--- config.mk ---
export PLATFORM = sky130hd
export DESIGN_NAME = quicksort_ctrl
export DESIGN_NICKNAME = d
export VERILOG_FILES = /design/src/rtl/quicksort_ctrl.sv
export SDC_FILE = /design/constraint.sdc
export NUM_CORES = 1
export LEC_CHECK = 0
export CORE_MARGIN = 2
export CORE_UTILIZATION = 55
export DETAILED_ROUTE_END_ITERATION = 12
export PLACE_DENSITY = 0.73
export RECOVER_POWER = 100
export REMOVE_ABC_BUFFERS = 1
export SLEW_MARGIN = 5
export SYNTH_ARGS = -nofsm -noshare
export SYNTH_HDL_FRONTEND = slang
export SYNTH_SLANG_ARGS = --single-unit
--- constraint.sdc ---
create_clock -name clk_i -period 6.7 [get_ports clk_i]
set_input_delay 1.675 -clock clk_i [delete_from_list [all_inputs] [get_ports clk_i]]
set_output_delay 1.675 -clock clk_i [all_outputs]
set_load 0.02 [all_outputs]
--- src/rtl/quicksort_ctrl.sv ---
// quicksort_ctrl: sequencer that runs a full quicksort by driving a Lomuto
// partition unit one (lo,hi) job at a time from an explicit range stack.
// Optional build macro QSORT_STATS_EN adds part_count_o and stack_hwm_o.
module quicksort_ctrl #(
    parameter int ARR_WIDTH   = 4,
    parameter int IDX_W       = 2,
    parameter int STACK_DEPTH = 4
) (
    input  logic             clk_i,
    input  logic             rst_ni,
    input  logic             start_i,
    output logic             busy_o,
    output logic             done_o,
    output logic             error_o,
    output logic             part_start_o,
    output logic [IDX_W-1:0] part_lo_o,
    output logic [IDX_W-1:0] part_hi_o,
    input  logic             part_done_i,
    input  logic [IDX_W-1:0] part_pivot_idx_i
`ifdef QSORT_STATS_EN
    ,
    output logic [IDX_W+3:0]                   part_count_o,
    output logic [$clog2(STACK_DEPTH+1)-1:0]   stack_hwm_o
`endif
);
    localparam int SP_W  = $clog2(STACK_DEPTH + 1);
    localparam int SPX   = SP_W + 1;
    localparam int IDXX  = IDX_W + 1;
    localparam int SLOTS = 1 << SP_W;
    localparam logic [IDX_W-1:0] LAST_IDX = IDX_W'(ARR_WIDTH - 1);
    localparam logic [SPX-1:0]   DEPTH_X  = SPX'(STACK_DEPTH);
    localparam logic [IDXX-1:0]  ONE_X    = IDXX'(1);
    localparam logic [IDXX-1:0]  TWO_X    = IDXX'(2);
    localparam logic [SP_W-1:0]  SP_ONE   = SP_W'(1);

    typedef enum logic [2:0] {S_IDLE, S_POP, S_ISSUE, S_WAIT, S_PUSH, S_DONE} state_t;

    state_t            state_q, state_d;
    logic [SP_W-1:0]   sp_q, sp_d;
    logic [IDX_W-1:0]  lo_q, lo_d, hi_q, hi_d, piv_q, piv_d;
    logic              busy_q, busy_d, done_q, done_d, err_q, err_d, pstart_q, pstart_d;

    // Range stack storage; slots beyond STACK_DEPTH are never addressed.
    logic [IDX_W-1:0]  stk_lo [SLOTS];
    logic [IDX_W-1:0]  stk_hi [SLOTS];
    logic              wr0_en, wr1_en;
    logic [SP_W-1:0]   wr0_idx, wr1_idx;
    logic [IDX_W-1:0]  wr0_lo, wr0_hi, wr1_lo, wr1_hi;

    // Widened index arithmetic so p+1 / p-1 never wrap at the array ends.
    logic [IDXX-1:0]   lo_x, hi_x, p_x, right_len, left_len, p_inc, p_dec;
    logic              need_r, need_l;
    logic [SPX-1:0]    n_push, free_x;
    logic [SP_W-1:0]   top_idx;

    assign lo_x      = {1'b0, lo_q};
    assign hi_x      = {1'b0, hi_q};
    assign p_x       = {1'b0, piv_q};
    assign right_len = hi_x - p_x;
    assign left_len  = p_x - lo_x;
    assign p_inc     = p_x + ONE_X;
    assign p_dec     = p_x - ONE_X;
    assign need_r    = (right_len >= TWO_X);
    assign need_l    = (left_len >= TWO_X);
    assign n_push    = SPX'(need_r) + SPX'(need_l);
    assign free_x    = DEPTH_X - {1'b0, sp_q};
    assign top_idx   = sp_q - SP_ONE;

    // State, registered outputs and stack pointer.
    always_ff @(posedge clk_i or negedge rst_ni) begin
        if (!rst_ni) begin
            state_q  <= S_IDLE;
            sp_q     <= '0;
            lo_q     <= '0;
            hi_q     <= '0;
            piv_q    <= '0;
            busy_q   <= 1'b0;
            done_q   <= 1'b0;
            err_q    <= 1'b0;
            pstart_q <= 1'b0;
        end else begin
            state_q  <= state_d;
            sp_q     <= sp_d;
            lo_q     <= lo_d;
            hi_q     <= hi_d;
            piv_q    <= piv_d;
            busy_q   <= busy_d;
            done_q   <= done_d;
            err_q    <= err_d;
            pstart_q <= pstart_d;
        end
    end

    // Stack write port; contents need no reset because sp_q gates validity.
    always_ff @(posedge clk_i) begin
        if (wr0_en) begin
            stk_lo[wr0_idx] <= wr0_lo;
            stk_hi[wr0_idx] <= wr0_hi;
        end
        if (wr1_en) begin
            stk_lo[wr1_idx] <= wr1_lo;
            stk_hi[wr1_idx] <= wr1_hi;
        end
    end

    // Next-state logic: done_d/pstart_d are set on entry so they show for one cycle.
    always_comb begin
        state_d  = state_q;
        sp_d     = sp_q;
        lo_d     = lo_q;
        hi_d     = hi_q;
        piv_d    = piv_q;
        busy_d   = busy_q;
        done_d   = 1'b0;
        err_d    = err_q;
        pstart_d = 1'b0;
        wr0_en   = 1'b0;
        wr0_idx  = sp_q;
        wr0_lo   = '0;
        wr0_hi   = '0;
        wr1_en   = 1'b0;
        wr1_idx  = sp_q + SP_ONE;
        wr1_lo   = '0;
        wr1_hi   = '0;
        unique case (state_q)
            S_IDLE: begin
                if (start_i) begin
                    err_d  = 1'b0;
                    busy_d = 1'b1;
                    if (ARR_WIDTH == 1) begin
                        state_d = S_DONE;
                        done_d  = 1'b1;
                    end else begin
                        wr0_en  = 1'b1;
                        wr0_idx = '0;
                        wr0_lo  = '0;
                        wr0_hi  = LAST_IDX;
                        sp_d    = SP_ONE;
                        state_d = S_POP;
                    end
                end
            end
            S_POP: begin
                if (sp_q == '0) begin
                    state_d = S_DONE;
                    done_d  = 1'b1;
                end else begin
                    sp_d    = top_idx;
                    lo_d    = stk_lo[top_idx];
                    hi_d    = stk_hi[top_idx];
                    state_d = S_ISSUE;
                end
            end
            S_ISSUE: begin
                pstart_d = 1'b1;
                state_d  = S_WAIT;
            end
            S_WAIT: begin
                if (part_done_i) begin
                    piv_d = part_pivot_idx_i;
                    if (part_pivot_idx_i < lo_q || part_pivot_idx_i > hi_q) begin
                        err_d   = 1'b1;
                        sp_d    = '0;
                        state_d = S_DONE;
                        done_d  = 1'b1;
                    end else begin
                        state_d = S_PUSH;
                    end
                end
            end
            S_PUSH: begin
                if (n_push > free_x) begin
                    err_d   = 1'b1;
                    sp_d    = '0;
                    state_d = S_DONE;
                    done_d  = 1'b1;
                end else begin
                    // Right range goes below left so the left range pops first.
                    if (need_r) begin
                        wr0_en = 1'b1;
                        wr0_lo = p_inc[IDX_W-1:0];
                        wr0_hi = hi_q;
                        if (need_l) begin
                            wr1_en = 1'b1;
                            wr1_lo = lo_q;
                            wr1_hi = p_dec[IDX_W-1:0];
                        end
                    end else if (need_l) begin
                        wr0_en = 1'b1;
                        wr0_lo = lo_q;
                        wr0_hi = p_dec[IDX_W-1:0];
                    end
                    sp_d    = sp_q + n_push[SP_W-1:0];
                    state_d = S_POP;
                end
            end
            S_DONE: begin
                busy_d  = 1'b0;
                state_d = S_IDLE;
            end
            default: state_d = S_IDLE;
        endcase
    end

    assign busy_o       = busy_q;
    assign done_o       = done_q;
    assign error_o      = err_q;
    assign part_start_o = pstart_q;
    assign part_lo_o    = lo_q;
    assign part_hi_o    = hi_q;

`ifdef QSORT_STATS_EN
    localparam logic [IDX_W+3:0] CNT_ONE = (IDX_W+4)'(1);
    logic [IDX_W+3:0] cnt_q;
    logic [SP_W-1:0]  hwm_q;

    // Per-sort job count (saturating) and peak stack occupancy.
    always_ff @(posedge clk_i or negedge rst_ni) begin
        if (!rst_ni) begin
            cnt_q <= '0;
            hwm_q <= '0;
        end else if (state_q == S_IDLE && start_i) begin
            cnt_q <= '0;
            hwm_q <= sp_d;
        end else begin
            if (state_q == S_ISSUE && cnt_q != '1) cnt_q <= cnt_q + CNT_ONE;
            if (sp_d > hwm_q) hwm_q <= sp_d;
        end
    end

    assign part_count_o = cnt_q;
    assign stack_hwm_o  = hwm_q;
`endif
endmodule

==> metrics.md <==
| Metric | Value |
|---|---|
| Post-synthesis cell type count | 59 |
| Top cells by area, synth | edfxtp_1 29%, dfrtp_1 12%, mux2i_1 6.0%, mux4_2 5.4%, ha_1 4.9% |
| WHS | 509.2 ps |
| Routed Antenna Nets | 0 |
| Global-route wire length before repair | 12240 um |
| Filler cells | 490 |
| Maximum clock rate | 220.6 MHz |
| Synth Register Bits | 48 |
| Rows | 28 |
| Drt wl/cell | 19.21 um |
| Post-synth top cells | 32 x edfxtp_1, 24 x nor2_1, 20 x mux2i_1 |
| Slew Viols, Final | 0 |
| Area growth from synthesis to layout | 6.149% |
| Sequential share of the synthesized area | 41.04% |
| Max Root-Sink Buffers | 2 |
| Period Utilization, post-route | 67.65% |
| GR Layer Usage met1 | 35.75% |
| Setup violators final | 0 |
| Number of synthesized flops with an enable pin | 32 |
| Die height | 81.66 um |
| Setup WS pre-CTS | 2296 ps |
| Largest area contributor in the netlist | edfxtp_1 |
| Unrepaired setup endpoints after global routing | false |
| # clock sinks | 48 |
| CP endpoint kind | flip-flop |
| Worst hold path class | reg2reg |
| Worst endpoint required time | 6640 ps |
| Die width | 81.66 um |
| I/O Pins | 14 |
| Layout Cells excl Fill | 390 |
| Initial core utilization | 56.36% |
| Drt first pass iters | 5 |
| Status | complete, no violations |
| Num CTS Buffers | 5 |
| Vias | 2440 |
| Pleak | 1.385 nW |
| Grt peak-use layer | met2 |
| Drc violations | 0 |
| Resized cells post-CTS | 0 |
| Post-synthesis xor/xnor area fraction | 1.584% |
| Post-Synth Adder-Cell Area | 6.714% |
| Switch Pwr | 0.0009656 W |
| Core area | 0.005886 mm^2 |
| Total GRT Usage | 24.62% |
| HPWL after DPL | 5660 um |
| Hold_buf cts | 0 |
| Syn. warnings | 0 |
| Clk_lat worst skew | 300 ps |
| Maxcap violations | 0 |
| Multi-input logic area | 0.001769 mm^2 |
| TritonCTS clock tree | done |
| Crit path launch type | flip-flop |
| Nets | 336 |
| Power Density | 524.0 mW/mm^2 |
| Maximum number of pins on one net before global-route repair | 28 |
| Seq pwr share | 25.8% |
| Setup TNS | 0 ps |
| Register area | 0.001361 mm^2 |
| Post-Syn Area | 0.003317 mm^2 |
| Syn_area_per_cell | 10.70 um^2 |
| Total gr overflow | 0 |
| Final Wtd Congestion | 0.8819 |
| Die ar. | 0.006668 mm^2 |
| Number of global-route vias before repair | 2333 |
| Ys async rst share | 33.33% |
| Worst IR Drop VDD | 545.2 uV |
| Most frequent cell after synthesis | edfxtp_1 |
| Slew margin rel. | 38.23% |
| Post-synthesis simple-gate area fraction | 18.52% |
| Syn Inst Count | 310 |
| Routed Wire Length | 7490 um |
| Final WS setup | 2168 ps |
| Arrival time worst endpoint | 4470 ps |
| Largest family of logic cells by synthesized area | simple AND/OR/NAND/NOR gates |
| Starting DRT DRC Count | 263 |
| Clock Skews | 5.336 ps |
| Worst slew pin tran | 914.1 ps |
| Clock-pin slew on the worst setup and hold paths | 90 ps |
| Cell count after placement | 382 |
| Area share of the largest cell type after synthesis | 28.97% |
| Final Hold Viols | 0 |
| Htree depth | 2 |
| Tot Pwr | 0.001845 W |
| Internal | 0.0008793 W |
| Share of cells above drive strength 1 | 11.43% |
| M2 GR Usage | 39.43% |
| Kind of critical path | reg2reg |
| Multiplexer area fraction after synthesis | 12.49% |
| Clk root buf | clkbuf_8 |
| N_diodes | 0 |
| Initial antenna violation count | 0 |
| Period minus WS final | 4532 ps |
| Postcts setup bufs | 0 |
| Clk pwr share | 9.3% |
| Met3 usage | 3.187% |
| Compound-Gate Fraction of Synth Area | 14.26% |
| Critical Path Fanout Max | 27 |
| Sw frac | 52.34% |
| Synth Flop Type | edfxtp_1 |
| Combinational fraction of design power | 64.9% |
| Vias/cell | 6.256 |
| Port bufs | 13 |
==> cell families after synthesis <==
group / Yosys count
AND/OR/NAND/NOR: 111
buffers and inverters: 36
XOR/XNOR: 3
adder cells (fa/ha/maj): 16
multiplexers: 31
AO/OA/AOI/OAI: 65
flip-flops: 48
==> flip-flops by register name, summed over array words and instances, names as in the netlist <==
register / count
busy_o: 1
stk_lo: 16
state_q: 3
stk_hi: 16
done_o: 1
part_start_o: 1
error_o: 1
sp_q: 3
piv_q: 2
part_lo_o: 2
part_hi_o: 2
==> area by class of cell <==
type                    instances  area share [%]
clock buffers                   5           1.955
well taps                      75           2.665
flip-flops and latches         48           38.66
inverters                      19           2.026
repair buffers                 14           3.909
multi-input cells             226           50.25
clock inverters                 3          0.5330
==> path summary, 6_finish.rpt <==
path	from	to	slack [ps]	cells after the start
max in group asynchronous	rst_ni	piv_q[0]$_DFFE_PN0P_	4340	1
setup / recovery	piv_q[0]$_DFFE_PN0P_	stk_lo[0][0]$_DFFE_PP_	2170	11
setup reg to reg	piv_q[0]$_DFFE_PN0P_	stk_lo[0][0]$_DFFE_PP_	2170	11
min in group asynchronous	rst_ni	error_o$_DFFE_PN0P_	1880	1
hold reg to reg	error_o$_DFFE_PN0P_	error_o$_DFFE_PN0P_	510	2
hold / removal	error_o$_DFFE_PN0P_	error_o$_DFFE_PN0P_	510	2
==> cell usage in the layout, fill, tap and decap left out, drive strengths merged, types with 5 or more instances in the layout <==
cell type / synthesis / layout
edfxtp: 32 / 32
nor2: 24 / 24
nor3: 23 / 23
mux2i: 20 / 20
inv: 19 / 19
nand2: 19 / 19
nand3: 17 / 17
a21oi: 16 / 16
dfrtp: 16 / 16
ha: 13 / 13
o21ai: 13 / 13
dlygate4sd3: 0 / 12
a22oi: 8 / 8
a211oi: 8 / 8
mux4: 8 / 8
nand2b: 6 / 6
nor2b: 5 / 5
clkbuf: 2 / 5
nor3b: 5 / 5
==> power groups by stage <==
stage	sequential, W	clock [W]	combinational, W
finish	0.000476	0.000171	0.00120
global route	0.000490	0.000181	0.00133
floorplan	0.000505	0	0.000870
CTS	0.000477	0.000174	0.00121
global placement	0.000479	0	0.00118
detailed placement	0.000483	0	0.00120
==> per-stage QoR <==
stage | instance area, um^2 | util, %
floorplan | 3209 | -
global placement | 3441 | 58.46
detailed placement | 3441 | 58.46
CTS | 3528 | 59.95
global route | 3521 | 59.82
finish | 3521 | 59.82
==> critical path, stage by stage, from the launching register on <==
cell       delay [ps]
dfrtp_1           470
inv_1              70
ha_1              190
fa_1              480
nor2b_1           540
inv_1             110
ha_1              270
ha_1              320
nor2b_1           180
o2111ai_4         600
nand4_1           300
o31ai_1           630
==> routing by layer <==
| metal | share of wire, % | vias to the layer above | wire length, um |
|---|---|---|---|
| met5 | 0 | - | 0 |
| met4 | 1.1 | 0 | 81 |
| met3 | 4.2 | 8 | 316 |
| met2 | 49 | 65 | 3646 |
| met1 | 46 | 1199 | 3445 |
| li1 | - | 1168 | - |
(Power assumes the default switching activity.)
